$ cat config.mk
export PLATFORM = sky130hd
export DESIGN_NAME = duty_ramp
export DESIGN_NICKNAME = d
export VERILOG_FILES = /design/src/rtl/duty_ramp_pkg.sv /design/src/rtl/duty_ramp_period_tick.sv /design/src/rtl/duty_ramp.sv
export SDC_FILE = /design/constraint.sdc
export NUM_CORES = 1
export LEC_CHECK = 0
export CORE_AREA = 10 10 111 113
export DETAILED_ROUTE_END_ITERATION = 10
export DIE_AREA = 0 0 121 123
export GPL_TIMING_DRIVEN = 0
export HOLD_SLACK_MARGIN = 0.15
export PLACE_DENSITY = 0.54
export SLEW_MARGIN = 20
export SYNTH_ARGS = -nofsm -noshare
export SYNTH_HDL_FRONTEND = slang
export SYNTH_SLANG_ARGS = --single-unit
$ cat constraint.sdc
create_clock -name clk -period 6.2 [get_ports clk]
set_input_delay 0.93 -clock clk [delete_from_list [all_inputs] [get_ports clk]]
set_output_delay 0.93 -clock clk [all_outputs]
set_load 0.1 [all_outputs]
$ cat src/rtl/duty_ramp_pkg.sv
// duty_ramp_pkg: state encoding, shared constants and the level-to-duty map.
// Build option: define DUTY_RAMP_GAMMA_EN to replace the identity map with
// the quadratic gamma curve (L*(L+1))>>8.
package duty_ramp_pkg;

  typedef enum logic [2:0] {
    IDLE    = 3'd0,
    RISE    = 3'd1,
    HOLD_HI = 3'd2,
    FALL    = 3'd3,
    HOLD_LO = 3'd4
  } state_e;

  localparam logic [7:0] PERIOD_MAX = 8'hFF;
  localparam logic [7:0] LEVEL_MAX  = 8'd255;

  // Brightness level to PWM duty. The gamma variant squares the level so a
  // linear ramp looks perceptually linear; 255*256 still fits in 16 bits.
  function automatic logic [7:0] map_level(input logic [7:0] level);
`ifdef DUTY_RAMP_GAMMA_EN
    logic [15:0] prod;
    prod = {8'd0, level} * ({8'd0, level} + 16'd1);
    return prod[15:8];
`else
    return level;
`endif
  endfunction

endpackage

$ cat src/rtl/duty_ramp_period_tick.sv
// period_tick: free-running 8-bit PWM period counter plus a prescaler that
// turns every (presc+1)-th period boundary into a one-cycle step tick.
module period_tick
  import duty_ramp_pkg::*;
#(
  parameter int PRESC_W = 8
) (
  input  logic               clk,
  input  logic               rst_n,
  input  logic               run,
  input  logic [PRESC_W-1:0] presc,
  output logic               wrap,
  output logic               tick
);

  logic [7:0]         pcnt_reg;
  logic [PRESC_W-1:0] qcnt_reg;

  assign wrap = (pcnt_reg == PERIOD_MAX);
  assign tick = run && wrap && (qcnt_reg == presc);

  // Period counter never stops so it stays in lockstep with pwm8's counter.
  always_ff @(posedge clk or negedge rst_n) begin
    if (!rst_n) pcnt_reg <= '0;
    else        pcnt_reg <= pcnt_reg + 8'd1;
  end

  // Prescaler counts period boundaries while running, parked at 0 otherwise.
  always_ff @(posedge clk or negedge rst_n) begin
    if (!rst_n) begin
      qcnt_reg <= '0;
    end else if (!run) begin
      qcnt_reg <= '0;
    end else if (wrap) begin
      if (qcnt_reg == presc) qcnt_reg <= '0;
      else                   qcnt_reg <= qcnt_reg + PRESC_W'(1);
    end
  end

endmodule

$ cat src/rtl/duty_ramp.sv
// duty_ramp: breathing-envelope generator (rise, hold high, fall, hold low,
// then stop or loop) feeding an 8-bit duty cycle to pwm8. The duty register
// only changes at PWM period boundaries so every PWM period is whole.
// Build option: DUTY_RAMP_GAMMA_EN selects the gamma duty map (see package).
module duty_ramp
  import duty_ramp_pkg::*;
#(
  parameter int PRESC_W = 8
) (
  input  logic               clk,
  input  logic               rst_n,
  input  logic               en,
  input  logic               loop,
  input  logic [PRESC_W-1:0] presc,
  input  logic [7:0]         step,
  input  logic [7:0]         hold_hi,
  input  logic [7:0]         hold_lo,
  output logic [7:0]         duty_o,
  output logic [2:0]         phase_o,
  output logic               done_o
);

  state_e     state_reg, state_next;
  logic [7:0] level_reg, level_next;
  logic [7:0] hcnt_reg, hcnt_next;
  logic       done_reg, done_next;
  logic [7:0] duty_reg;
  logic [7:0] step_eff;
  logic [8:0] sum9;
  logic       run;
  logic       wrap;
  logic       tick;

  // Prescaler only runs while an envelope is active and enabled.
  assign run = en && (state_reg != IDLE);

  period_tick #(.PRESC_W(PRESC_W)) u_period_tick (
    .clk   (clk),
    .rst_n (rst_n),
    .run   (run),
    .presc (presc),
    .wrap  (wrap),
    .tick  (tick)
  );

  // A zero step would stall the ramp forever, so it behaves as 1.
  assign step_eff = (step == 8'd0) ? 8'd1 : step;
  assign sum9     = {1'b0, level_reg} + {1'b0, step_eff};

  // Envelope sequencing: level and dwell counter advance only on step ticks.
  always_comb begin
    state_next = state_reg;
    level_next = level_reg;
    hcnt_next  = hcnt_reg;
    done_next  = 1'b0;
    if (!en) begin
      state_next = IDLE;
      level_next = 8'd0;
      hcnt_next  = 8'd0;
    end else begin
      case (state_reg)
        IDLE: begin
          state_next = RISE;
          level_next = 8'd0;
          hcnt_next  = 8'd0;
        end
        RISE: begin
          if (tick) begin
            if (sum9 >= {1'b0, LEVEL_MAX}) begin
              level_next = LEVEL_MAX;
              state_next = HOLD_HI;
              hcnt_next  = 8'd0;
            end else begin
              level_next = sum9[7:0];
            end
          end
        end
        HOLD_HI: begin
          if (tick) begin
            if (hcnt_reg >= hold_hi) state_next = FALL;
            else                     hcnt_next  = hcnt_reg + 8'd1;
          end
        end
        FALL: begin
          if (tick) begin
            if (level_reg <= step_eff) begin
              level_next = 8'd0;
              state_next = HOLD_LO;
              hcnt_next  = 8'd0;
            end else begin
              level_next = level_reg - step_eff;
            end
          end
        end
        HOLD_LO: begin
          if (tick) begin
            if (hcnt_reg >= hold_lo) begin
              if (loop) begin
                state_next = RISE;
              end else begin
                state_next = IDLE;
                done_next  = 1'b1;
              end
            end else begin
              hcnt_next = hcnt_reg + 8'd1;
            end
          end
        end
        default: begin
          state_next = IDLE;
          level_next = 8'd0;
          hcnt_next  = 8'd0;
        end
      endcase
    end
  end

  // Envelope state registers.
  always_ff @(posedge clk or negedge rst_n) begin
    if (!rst_n) begin
      state_reg <= IDLE;
      level_reg <= 8'd0;
      hcnt_reg  <= 8'd0;
      done_reg  <= 1'b0;
    end else begin
      state_reg <= state_next;
      level_reg <= level_next;
      hcnt_reg  <= hcnt_next;
      done_reg  <= done_next;
    end
  end

  // Duty loads on the wrap edge so the new value starts a fresh PWM period.
  always_ff @(posedge clk or negedge rst_n) begin
    if (!rst_n)    duty_reg <= 8'd0;
    else if (wrap) duty_reg <= map_level(level_next);
  end

  assign duty_o  = duty_reg;
  assign phase_o = state_reg;
  assign done_o  = done_reg;

endmodule

## Word level (Yosys, flattened, before mapping)

Index checks and enable logic that the tools add are counted.

| storage, ports and cells | value |
|---|---|
| bits in latches | 0 |
| memories kept | 0 |
| memory bits (read-only) | 0 |
| bits in writable memories | 0 |
| register bits after elaboration | 44 |

| cells by class | value |
|---|---|
| reductions and logical operators | 9 |
| magnitude comparators | 4 |
| shift operators | 0 |
| $add $sub $neg | 5 |
| mux-type cells | 36 |
| equality and inequality tests | 17 |
| bitwise logic cells | 0 |
| divide/modulo/power cells | 0 |
| multipliers | 0 |

Operators with widths:

| kind | number |
|---|---|
| two-way mux 8 bit | 18 |
| case mux 8 bit (4 select lines) | 1 |
| != test 3 bit, second input constant | 10 |
| two-way mux 3 bit | 9 |
| adder 8 x 1 -> 8 bit, second input constant | 3 |
| case mux 8 bit (3 select lines) | 1 |
| >= comparator 8 bit | 2 |
| AND reduction 8 bit | 2 |
| case mux 3 bit (5 select lines) | 1 |
| adder 8 x 8 -> 9 bit | 1 |
| >= comparator 9 x 8 -> 1 bit, second input constant | 1 |
| equality test 8 bit | 1 |
| equality test 8 bit, second input constant | 1 |
| <= comparator 8 bit | 1 |
| zero test 8 bit | 1 |
| subtractor 8 bit | 1 |
| equality test 3 x 2 -> 1 bit, second input constant | 2 |
| two-way mux 1 bit | 6 |
| equality test 3 x 1 -> 1 bit, second input constant | 1 |
| equality test 3 bit, second input constant | 1 |
| logical AND 1 bit | 3 |
| zero test 3 bit | 1 |
| nonzero test 3 bit | 1 |
| != test 2 bit, second input constant | 1 |
| OR reduction 2 bit | 1 |

## Logic depth before layout (Yosys ltp)

Gate-level depths: netlist (run 1).

| depth | value |
|---|---|
| depth after elaboration | 8 |
| gate-level depth with buffers | 13 |
| mapped depth without buffers | 12 |

## By module

A second synthesis (run 1) with hierarchy kept.

| unflattened totals | value |
|---|---|
| cell total of the unflattened synthesis | 435 |
| area, all modules | 3813.7 um^2 |

By module, submodules not included:

| module | times used | seq. area each (um^2) | area an instance (um^2) | cells an instance |
|---|---|---|---|---|
| duty_ramp | 1 | 700.7 | 2916.5 | 341 |
| period_tick | 1 | 400.4 | 897.1 | 94 |

## Worst setup path after synthesis (run 1)

No wires, ideal clock.

| timing | value |
|---|---|
| path type | input port to flip-flop |
| from | input step[3] |
| to | register hcnt_reg[1] |
| data required time | 6.121 ns |
| setup time | 0.079 ns |
| stages on the path | 13 |
| setup slack | 2.631 ns |
| arrival | 3.490 ns |
| cell sequence | nor4_1 a41o_1 ha_1 inv_1 fa_1 a211oi_1 o31ai_1 o21ai_1 a2bb2oi_1 buf_2 a31o_1 buf_6 mux2i_1 |

| between the ends | value |
|---|---|
| word-level cells in the longest chain between the ends | 6 |
| elaborated cells on any way between the ends | 8 |

RTL lines:

| element | RTL line | source |
|---|---|---|
| start, declared | duty_ramp.sv:15 | `input logic [7:0] step,` |
| zero test 8 bit | duty_ramp.sv:47 | `assign step_eff = (step == 8'd0) ? 8'd1 : step;` |
| two-way mux 8 bit (*) | duty_ramp.sv:47 |  |
| adder 8 x 8 -> 9 bit | duty_ramp.sv:48 | `assign sum9 = {1'b0, level_reg} + {1'b0, step_eff};` |
| >= comparator 9 x 8 -> 1 bit | duty_ramp.sv:69 | `if (sum9 >= {1'b0, LEVEL_MAX}) begin` |
| != test 3 bit (no source line) | n/a |  |
| AND reduction 8 bit (no source line) (*) | n/a |  |
| end signal, assigned | duty_ramp.sv:128 | `hcnt_reg <= hcnt_next;` |
| end, declared | duty_ramp.sv:25 | `logic [7:0] hcnt_reg, hcnt_next;` |

Every way passes the cells marked *; elsewhere a longest branch is shown, timed or not.
A chain may end at the register's enable or synchronous reset.

## Worst setup path in the final report (run 1)

Same ends and word-level chain as after synthesis.

==> run summary, run 1 <==
Area share of fa/ha/maj cells after synthesis - 13.1%
RSZ-0062 raised after global routing - false
Fin. Hold Viols - 0
Leakage Power - 2.11 nW
Post-Route WL - 10200 microns
CTS Hold Buffers Added - 0
Starting Density - 36.9%
Initial antenna violation count - 0
Fin crit period - 4.29 ns
Chip Height - 123 microns
Synthesized area per cell - 8.74 sq um
CP Capture Type - flip-flop
Data arrival time of the worst path - 4.51 ns
All-layer global routing usage - 13.7%
Status - completed
Initial DRT Pass Iterations - 5
Setup violations, final - 0
Maximum vdd ir drop - 0.000108 V
CTS resizes - 0
# DRC - 0
1st-iter DRT viols - 184
Top_reg_cell synth - dfrtp_1
Top cells by area, synth - dfrtp_1 (29%), ha_1 (12%), xor2_1 (3.3%)
Min Hold Slack - 0.471 ns
Critical Path RT - 6.42 ns
Worst Tran Pin Value - 1.01 ns
Crit path kind - in2reg
H-tree levels - 2
IO Pins - 48
Clock Pin Slew Worst Setup and Hold Paths - 0.07 ns
Num rows - 37
Element type at the critical path start - input port
Yosys top cell by area - dfrtp_1
Final Util - 44.3%
Die ar. - 14900 sq um
Sequential share of the synthesized area - 29.4%
Synthesis warning total - 0
Unique masters post-synth - 65
FF+latch count, synth - 44
Crit Path Max Fanout - 10
Multiplexer share of the synthesized area - 2.98%
Num CTS Buffers - 5
Post-Synth XOR/XNOR Area - 5.62%
Clock root buffer - clkbuf_8
Post-synth EDFFs - 0
Final Slew Violations - 0
Post-Syn Area - 3740 sq um
Largest net degree at the start of global routing - 30
Layout cells sized above 1 - 9.32%
Layout Skew - 0.00894 ns
RePlAce Congestion - 0.877
Post-synth top area share - 29.4%
Remaining Overflow, GRT - 0
# clock sinks - 44
Relative slew slack - 32.4%
Peak Freq - 233 MHz
Final Cycle Share - 69.2%
Wire per inst - 16.4 microns
Antenna Violating Nets Remaining - 0
Cell area power density - 199 nW/um^2
Compound-cell area share of the yosys netlist - 21.8%
Post-synthesis instance total - 428
Diode count - 0
Clock Latency Late Sink - 0.30 ns
Final WS setup - 1.91 ns
Max_cap viols - 0
Worst hold-check path type - reg2reg
TNS Setup - 0 ns
Syn Nets - 502
Post-synthesis simple-gate area fraction - 20.7%
DP HPWL - 8070 microns
Core area - 10100 sq um
Pre-CTS setup slack - 1.57 ns
Vias in the first global route - 3369
First-pass GRT wire length - 16800 microns
Vias - 3344
Largest family of logic cells by synthesized area - compound AO/OA/AOI/OAI gates
Longest Clk Path Bufs - 2
IO buf count - 47
Setup Fix Bufs, Post-CTS - 0
Async SR Flop Fraction - 100%
Area growth, synth to finish - 20.1%
DR vias/cell - 5.40
Die Wd - 121 microns
Layout Nets - 557
CTS tree - yes
==> layout by cell type, fill, tap and decap left out, types with 3 or more instances in the layout <==
| master | count |
|---|---|
| a211oi_2 | 3 |
| or3_1 | 3 |
| nor3_1 | 11 |
| and3_1 | 12 |
| dfrtp_1 | 44 |
| buf_2 | 10 |
| mux2_2 | 9 |
| o21ai_0 | 23 |
| nand3_1 | 15 |
| nand2_1 | 28 |
| clkdlybuf4s50_1 | 46 |
| and4_1 | 3 |
| inv_1 | 31 |
| a21oi_1 | 17 |
| o31ai_1 | 5 |
| o21a_1 | 9 |
| nand4_1 | 9 |
| a211oi_1 | 5 |
| buf_6 | 4 |
| nor2b_1 | 10 |
| clkbuf_8 | 7 |
| nand2b_1 | 9 |
| nor4_1 | 7 |
| a41oi_1 | 4 |
| xor2_1 | 14 |
| xnor2_1 | 10 |
| ha_1 | 36 |
| o22ai_1 | 5 |
| nor2_1 | 31 |
| o221a_2 | 3 |
| clkbuf_1 | 7 |
| a31oi_1 | 9 |
==> cell type report <==
| type | instances | area [sq um] |
|---|---|---|
| buffer | 21 | 124 |
| clock buffer | 7 | 96.3 |
| fill | 986 | 5640 |
| inverter | 31 | 116 |
| multi-input combinational | 332 | 2400 |
| sequential | 44 | 1100 |
| tap | 136 | 170 |
| timing repair buffer | 48 | 485 |
==> final timing paths <==
kind | end | from | cells past startpoint | slack [ns]
max | hcnt_reg[1]$_DFFE_PN0P_ | step[3] | 14 | 1.91
min | u_period_tick.pcnt_reg[5]$_DFF_PN0_ | u_period_tick.pcnt_reg[5]$_DFF_PN0_ | 1 | 0.47
max reg2reg | phase_o[2]$_DFFE_PN0P_ | level_reg[0]$_DFF_PN0_ | 9 | 3.13
min reg2reg | u_period_tick.pcnt_reg[5]$_DFF_PN0_ | u_period_tick.pcnt_reg[5]$_DFF_PN0_ | 1 | 0.47
max in group asynchronous | hcnt_reg[1]$_DFFE_PN0P_ | rst_n | 2 | 5.17
min in group asynchronous | u_period_tick.qcnt_reg[1]$_DFFE_PN0P_ | rst_n | 1 | 0.54
==> cell families after synthesis <==
group | Yosys count
AND/OR/NAND/NOR | 149
AO/OA/AOI/OAI | 111
buffers and inverters | 52
flip-flops | 44
adder cells (fa/ha/maj) | 38
XOR/XNOR | 24
multiplexers | 10
==> routing by layer <==
metal	part of all wire (%)	wire length [microns]	track usage (%)
met5	0	0	0
met4	0.84	85	3.47
met3	4.9	502	2.73
met2	47	4750	22.6
met1	47	4820	18.0
==> where the power goes <==
group | switching (mW) | total [mW] | internal (mW) | leakage, nW
Sequential | 0.00724 | 0.302 | 0.295 | 0.588
Clock | 0.0964 | 0.196 | 0.0993 | 0.0503
Combinational | 0.258 | 0.398 | 0.140 | 1.47
Total | 0.362 | 0.896 | 0.534 | 2.11
==> synthesized netlist by cell type (2+ instances only) <==
library cell   n
clkbuf_1       7
inv_1         31
fa_1           2
o221a_2        3
o31ai_1        5
nor2_1        31
buf_6          4
o21a_1         9
or3_1          3
nand2_1       28
o21ai_0       23
a21oi_1       17
a31o_1         2
xnor2_1       10
a32oi_1        2
a211oi_2       3
a211oi_1       5
and3b_1        2
a41oi_1        4
nand3_1       15
nor3_1        11
buf_2          9
and4_1         3
and3_1        12
nor3b_1        2
xor2_1        14
nor2b_1       10
a31oi_2        2
nand3b_1       2
nor4_1         7
nand4_1        9
o22ai_1        5
nand2b_1       9
mux2_2         9
o21ai_1        2
ha_1          36
dfrtp_1       44
a31oi_1        9
==> worst max-delay path, cell delays in order <==
cell and delay (ns):
clkdlybuf4s50_1 0.44, nor4_1 0.34, a41o_1 0.29, ha_1 0.18, inv_1 0.05, fa_1 0.41, a211oi_1 0.29, o31ai_1 0.16
o21ai_1 0.35, a2bb2oi_1 0.29, buf_2 0.26, a31o_1 0.18, buf_6 0.14, mux2i_1 0.18
==> through the flow <==
step / instance area [sq um] / power [mW] / cells
CTS: 4490 / 0.901 / 619
detailed placement: 4400 / 0.701 / 612
global route: 4490 / 0.948 / 619
finish: 4490 / 0.896 / 619
floorplan: 3740 / 0.583 / 428
global placement: 4380 / 0.701 / 611
Power figures use the tool's default switching activity.
==> run 2, diff against run 1 <==
- clock period: 6.2 -> 4.16 ns (I/O delays scaled with it)
==> run 2 against run 1 <==
Against the previous run: routed wire length is 0.22% lower; cell area is 0.22% higher; sequential power is 49% higher; largest power group unchanged.
==> run summary, run 2 (synthesis results as in run 1) <==
Initial antenna violation count - 0 (unchanged)
Layout cells sized above 1 - 9.73% (was 9.32%)
Longest Clk Path Bufs - 2 (unchanged)
Worst Tran Pin Value - 1.01 ns (unchanged)
Met2 Use GR - 22.6% (unchanged)
Starting Density - 36.9% (unchanged)
Status - completed (unchanged)
1st-iter DRT viols - 194 (was 184)
Cell chain of the critical path - clkdlybuf4s50_1 > nor4_1 > a41o_1 > ha_1 > inv_1 > fa_1 > a211oi_1 > o31ai_1 > o21ai_2 > a2bb2oi_1 > buf_2 > a31o_1 > buf_6 > mux2i_1 (was clkdlybuf4s50_1 > nor4_1 > a41o_1 > ha_1 > inv_1 > fa_1 > a211oi_1 > o31ai_1 > o21ai_1 > a2bb2oi_1 > buf_2 > a31o_1 > buf_6 > mux2i_1)
IO Pins - 48 (unchanged)
Bufs and invs on worst path - 4 (unchanged)
Crit path from - step[3] (unchanged)
CTS tree - yes (unchanged)
Layout Nets - 557 (unchanged)
Remaining Overflow, GRT - 0 (unchanged)
Setup violations, final - 0 (unchanged)
Die Wd - 121 microns (unchanged)
# clock sinks - 44 (unchanged)
Crit Path Max Fanout - 10 (unchanged)
Largest net degree at the start of global routing - 30 (unchanged)
Num CTS Buffers - 5 (unchanged)
Die ar. - 14900 sq um (unchanged)
Most common cell after layout, fill and taps aside - clkdlybuf4s50_1 (unchanged)
RePlAce Congestion - 0.877 (unchanged)
First-pass GRT wire length - 16800 microns (unchanged)
Num rows - 37 (unchanged)
All-layer global routing usage - 13.7% (unchanged)
Wire per inst - 16.4 microns (about the same)
Layout Skew - 0.0106 ns (was 0.00894 ns)
Fin crit period - 3.91 ns
Filler cell count - 982 (was 986)
Max_cap viols - 0 (unchanged)
Relative slew slack - 32.4% (unchanged)
Core area - 10100 sq um (unchanged)
Maximum vdd ir drop - 0.000162 V (was 0.000108 V)
Cell area power density - 297 nW/um^2 (was 199 nW/um^2)
DP HPWL - 8070 microns (unchanged)
Vias in the first global route - 3369 (unchanged)
Clock root buffer - clkbuf_8 (unchanged)
Leakage Power - 2.11 nW (about the same)
Antenna Violating Nets Remaining - 0 (unchanged)
Diode count - 0 (unchanged)
Crit path kind - in2reg (unchanged)
Clock Latency Late Sink - 0.30 ns (about the same)
H-tree levels - 2 (unchanged)
Worst hold-check path type - in2async (was reg2reg)
CTS Hold Buffers Added - 0 (unchanged)
M1 GR Usage - 18.0% (unchanged)
Multi-input gate area - 2410 sq um (was 2400 sq um)
Placed Cells - 612 (unchanged)
Clock Pin Slew Worst Setup and Hold Paths - 0.08 ns (was 0.07 ns)
Register Area - 1100 sq um (unchanged)
Global routing's busiest layer - met2 (unchanged)
Most frequent cells in the layout - clkdlybuf4s50_1 (46), dfrtp_1 (44), ha_1 (36) (unchanged)
CP max stage cell - clkdlybuf4s50_1 (unchanged)
Data arrival time of the worst path - 4.12 ns (was 4.51 ns)
Peak Freq - 256 MHz
Overall power - 1.34 mW (was 896 uW)
DR vias/cell - 5.47 (was 5.40)
Post-Route WL - 10100 microns (was 10200 microns)
Min Hold Slack - 0.236 ns (was 0.471 ns)
Fin. Hold Viols - 0 (unchanged)
Crit path largest cell delay - 0.44 ns (about the same)
Met3 usage - 2.73% (unchanged)
Vias - 3386 (was 3344)
Area growth, synth to finish - 20.4% (was 20.1%)
Chip Height - 123 microns (unchanged)
Setup Fix Bufs, Post-CTS - 0 (unchanged)
IO buf count - 47 (unchanged)
Final Slew Violations - 0 (unchanged)
RSZ-0062 raised after global routing - false (unchanged)
CP Capture Type - flip-flop (unchanged)
Critical Path RT - 4.38 ns (was 6.42 ns)
Worst r2r src - level_reg[0]$_DFF_PN0_ (unchanged)
Element type at the critical path start - input port (unchanged)
Post-Layout Cell Count - 619 (unchanged)
CTS resizes - 0 (unchanged)
Initial DRT Pass Iterations - 5 (unchanged)
Final Cycle Share - 93.9%
# DRC - 0 (unchanged)
Top delay family on crit path - compound AO/OA/AOI/OAI gates (unchanged)
-- run 2: changes by cell type in the layout (fill, tap and decap cells not counted) --
cell     change
nor4_2       +1
o21ai_2      +1
nor4_1       -1
o21ai_1      -1
-- run 2: stage by stage --
step / TNS, ns / instance area [sq um] / worst slack, ns / utilization, %
floorplan: 0 / 3740 / 0.897 / -
global placement: -1.48 / 4380 / -0.210 / 43.2
detailed placement: -0.991 / 4400 / -0.168 / 43.4
CTS: 0 / 4490 / 0.138 / 44.3
global route: 0 / 4500 / 0.00612 / 44.4
finish: 0 / 4500 / 0.252 / 44.4
-- run 2: layout make-up --
cell class                      instances  area share, %
Timing Repair Buffer                   48           10.8
Tap cell                              136           3.78
Sequential cell                        44           24.4
Multi-Input combinational cell        332           53.5
Inverter                               31           2.58
Buffer                                 21           2.75
Clock buffer                            7           2.14
-- run 2: worst paths after layout --
path | slack [ns] | cells after the start | to
setup reg to reg | 1.19 | 11 | hcnt_reg[1]$_DFFE_PN0P_
setup / recovery | 0.25 | 14 | hcnt_reg[1]$_DFFE_PN0P_
hold / removal | 0.24 | 1 | u_period_tick.qcnt_reg[1]$_DFFE_PN0P_
min in group clk | 0.47 | 1 | u_period_tick.pcnt_reg[5]$_DFF_PN0_
hold reg to reg | 0.47 | 1 | u_period_tick.pcnt_reg[5]$_DFF_PN0_
max in group asynchronous | 3.44 | 2 | hcnt_reg[1]$_DFFE_PN0P_
-- run 2: per-layer routing --
layer | routed length, microns | vias to the layer above
li1 | - | 1668
met5 | 0 | -
met1 | 4680 | 1616
met4 | 80 | 0
met2 | 4770 | 94
met3 | 607 | 8
-- run 2: where the power goes --
part / internal (mW) / switching (mW) / leakage [nW] / total (mW)
combinational: 0.208 / 0.385 / 1.47 / 0.593
clock: 0.148 / 0.144 / 0.0503 / 0.292
sequential: 0.440 / 0.0107 / 0.588 / 0.451
total: 0.796 / 0.540 / 2.11 / 1.34
==> run 3, diff against run 2 <==
- CTS_CLUSTER_DIAMETER: default -> 200
- MAX_ROUTING_LAYER: default -> met4
==> run 3 against run 2 <==
Against the previous run: critical path depth did not move; fmax fell by 0.41%; routed wire length barely moved; power barely moved; flip-flop and latch count did not move; setup slack got worse by 0.016 ns; first-iteration DRC count rose by 13%; critical endpoint unchanged.
==> run summary, run 3 (synthesis results as in run 1) <==
Status - completed (unchanged)
IO Pins - 48 (unchanged)
Pre-CTS setup slack - -0.168 ns (unchanged)
Antenna Violating Nets Remaining - 0 (unchanged)
Layout Nets - 557 (unchanged)
RePlAce Congestion - 0.891 (was 0.877)
Most common cell after layout, fill and taps aside - clkdlybuf4s50_1 (unchanged)
DR vias/cell - 5.39 (was 5.47)
Chip Height - 123 microns (unchanged)
TNS Setup - 0 ns (unchanged)
Crit path from - step[3] (unchanged)
# clock sinks - 44 (unchanged)
Layout cells sized above 1 - 9.73% (unchanged)
Core area - 10100 sq um (unchanged)
CP Capture Type - flip-flop (unchanged)
Crit Path Max Fanout - 10 (unchanged)
Clock Latency Late Sink - 0.29 ns (was 0.30 ns)
CTS Hold Buffers Added - 0 (unchanged)
Num rows - 37 (unchanged)
1st-iter DRT viols - 219 (was 194)
Die ar. - 14900 sq um (unchanged)
Setup violations, final - 0 (unchanged)
Clock root buffer - clkbuf_8 (unchanged)
Layout Skew - 0.0103 ns (was 0.0106 ns)
Fin. Hold Viols - 0 (unchanged)
Clock Pin Slew Worst Setup and Hold Paths - 0.08 ns (about the same)
Remaining Overflow, GRT - 0 (unchanged)
Vias in the first global route - 3368 (was 3369)
CP max stage cell - clkdlybuf4s50_1 (unchanged)
All-layer global routing usage - 14.1% (was 13.7%)
Starting Density - 36.9% (unchanged)
Maximum vdd ir drop - 0.000161 V (was 0.000162 V)
Crit path kind - in2reg (unchanged)
Longest Clk Path Bufs - 2 (unchanged)
Vias - 3336 (was 3386)
Final Slew Violations - 0 (unchanged)
R2r endpoint - hcnt_reg[1]$_DFFE_PN0P_ (unchanged)
Data arrival time of the worst path - 4.14 ns (was 4.12 ns)
DP HPWL - 8070 microns (unchanged)
Fin crit period - 3.92 ns (was 3.91 ns)
Worst r2r src - level_reg[0]$_DFF_PN0_ (unchanged)
CTS tree - yes (unchanged)
Worst Tran Pin Value - 1.01 ns (about the same)
Most frequent cells in the layout - clkdlybuf4s50_1 (46), dfrtp_1 (44), ha_1 (36) (unchanged)
Largest net degree at the start of global routing - 30 (unchanged)
Diode count - 0 (unchanged)
Final WS setup - 0.236 ns (was 0.252 ns)
Area growth, synth to finish - 20.4% (unchanged)
H-tree levels - 2 (unchanged)
Element type at the critical path start - input port (unchanged)
Peak Freq - 255 MHz (was 256 MHz)
Post-Route WL - 10100 microns (about the same)
Relative slew slack - 32.6% (was 32.4%)
Min Hold Slack - 0.237 ns (was 0.236 ns)
First-pass GRT wire length - 16800 microns (about the same)
R2R setup slack - 1.18 ns (was 1.19 ns)
# DRC - 0 (unchanged)
Final Cycle Share - 94.3% (was 93.9%)
Num CTS Buffers - 5 (unchanged)
Cell chain of the critical path - clkdlybuf4s50_1 > nor4_1 > a41o_1 > ha_1 > inv_1 > fa_1 > a211oi_1 > o31ai_1 > o21ai_2 > a2bb2oi_1 > buf_2 > a31o_1 > buf_6 > mux2i_1 (unchanged)
Die Wd - 121 microns (unchanged)
Worst hold-check path type - in2async (unchanged)
Max_cap viols - 0 (unchanged)
Crit path largest cell delay - 0.44 ns (about the same)
Cell area power density - 296 nW/um^2 (was 297 nW/um^2)
Wire per inst - 16.4 microns (about the same)
IO buf count - 47 (unchanged)
RSZ-0062 raised after global routing - false (unchanged)
Initial DRT Pass Iterations - 5 (unchanged)
Initial antenna violation count - 0 (unchanged)
Critical Path RT - 4.37 ns (was 4.38 ns)
Reg2Reg Depth - 12 (was 11)
Filler cell count - 982 (unchanged)
Leakage Power - 2.11 nW (unchanged)
run 3: report_power, final:
part           switching [mW]  internal [mW]  leakage, nW  total [mW]
clock network           0.143          0.148       0.0503       0.291
logic                   0.385          0.208         1.47       0.593
registers              0.0105          0.440        0.588       0.450
total                   0.539          0.796         2.11        1.33
run 3: routing by layer:
metal | vias up | share of wire, % | wire [microns] | global-route usage (%)
li1 | 1667 | - | - | -
met3 | 7 | 4.1 | 413 | 2.28
met2 | 71 | 47 | 4750 | 22.6
met5 | - | 0 | 0 | -
met1 | 1591 | 48 | 4880 | 18.3
met4 | 0 | 0.85 | 86 | 3.47
run 3: final cells by class:
cell class | count | area [sq um] | share of cell area, %
multi-input cells | 332 | 2410 | 53.5
inverters | 31 | 116 | 2.58
flip-flops and latches | 44 | 1100 | 24.4
plain buffers | 21 | 124 | 2.75
well taps | 136 | 170 | 3.78
repair buffers | 48 | 485 | 10.8
clock buffers | 7 | 96.3 | 2.14
run 3: timing repair:
| item | 4_1_cts | 5_1_grt |
|---|---|---|
| resized for setup | 0 | 2 |
| buffers inserted | 0 | 0 |
| endpoints found under the setup margin | 0 | 3 |
run 3: worst max-delay path by stage:
stage                         endpoint  slack, ns  cells after the start
2_1_floorplan  hcnt_reg[1]$_DFFE_PN0P_       0.90                     13
3_3_place_gp   hcnt_reg[1]$_DFFE_PN0P_      -0.21                     14
3_5_place_dp   hcnt_reg[1]$_DFFE_PN0P_      -0.17                     14
4_1_cts        hcnt_reg[1]$_DFFE_PN0P_       0.14                     14
5_1_grt        hcnt_reg[1]$_DFFE_PN0P_      0.006                     14
6_report       hcnt_reg[1]$_DFFE_PN0P_       0.24                     14
run 3: critical path: cells and delay by family:
kind | cells | cell delay, ns
mux | 1 | 0.18
simple gates | 1 | 0.34
compound gates | 6 | 1.49
fa+ha+maj | 2 | 0.59
buf+inv | 4 | 0.89
run 3: per-stage QoR:
| step | std cells | cell area, sq um | utilization [%] | power, mW |
|---|---|---|---|---|
| 3_5_place_dp | 612 | 4400 | 43.4 | 1.05 |
| 3_3_place_gp | 611 | 4380 | 43.2 | 1.04 |
| 4_1_cts | 619 | 4490 | 44.3 | 1.34 |
| 2_1_floorplan | 428 | 3740 | - | 0.868 |
| 6_report | 619 | 4500 | 44.4 | 1.33 |
| 5_1_grt | 619 | 4500 | 44.4 | 1.41 |
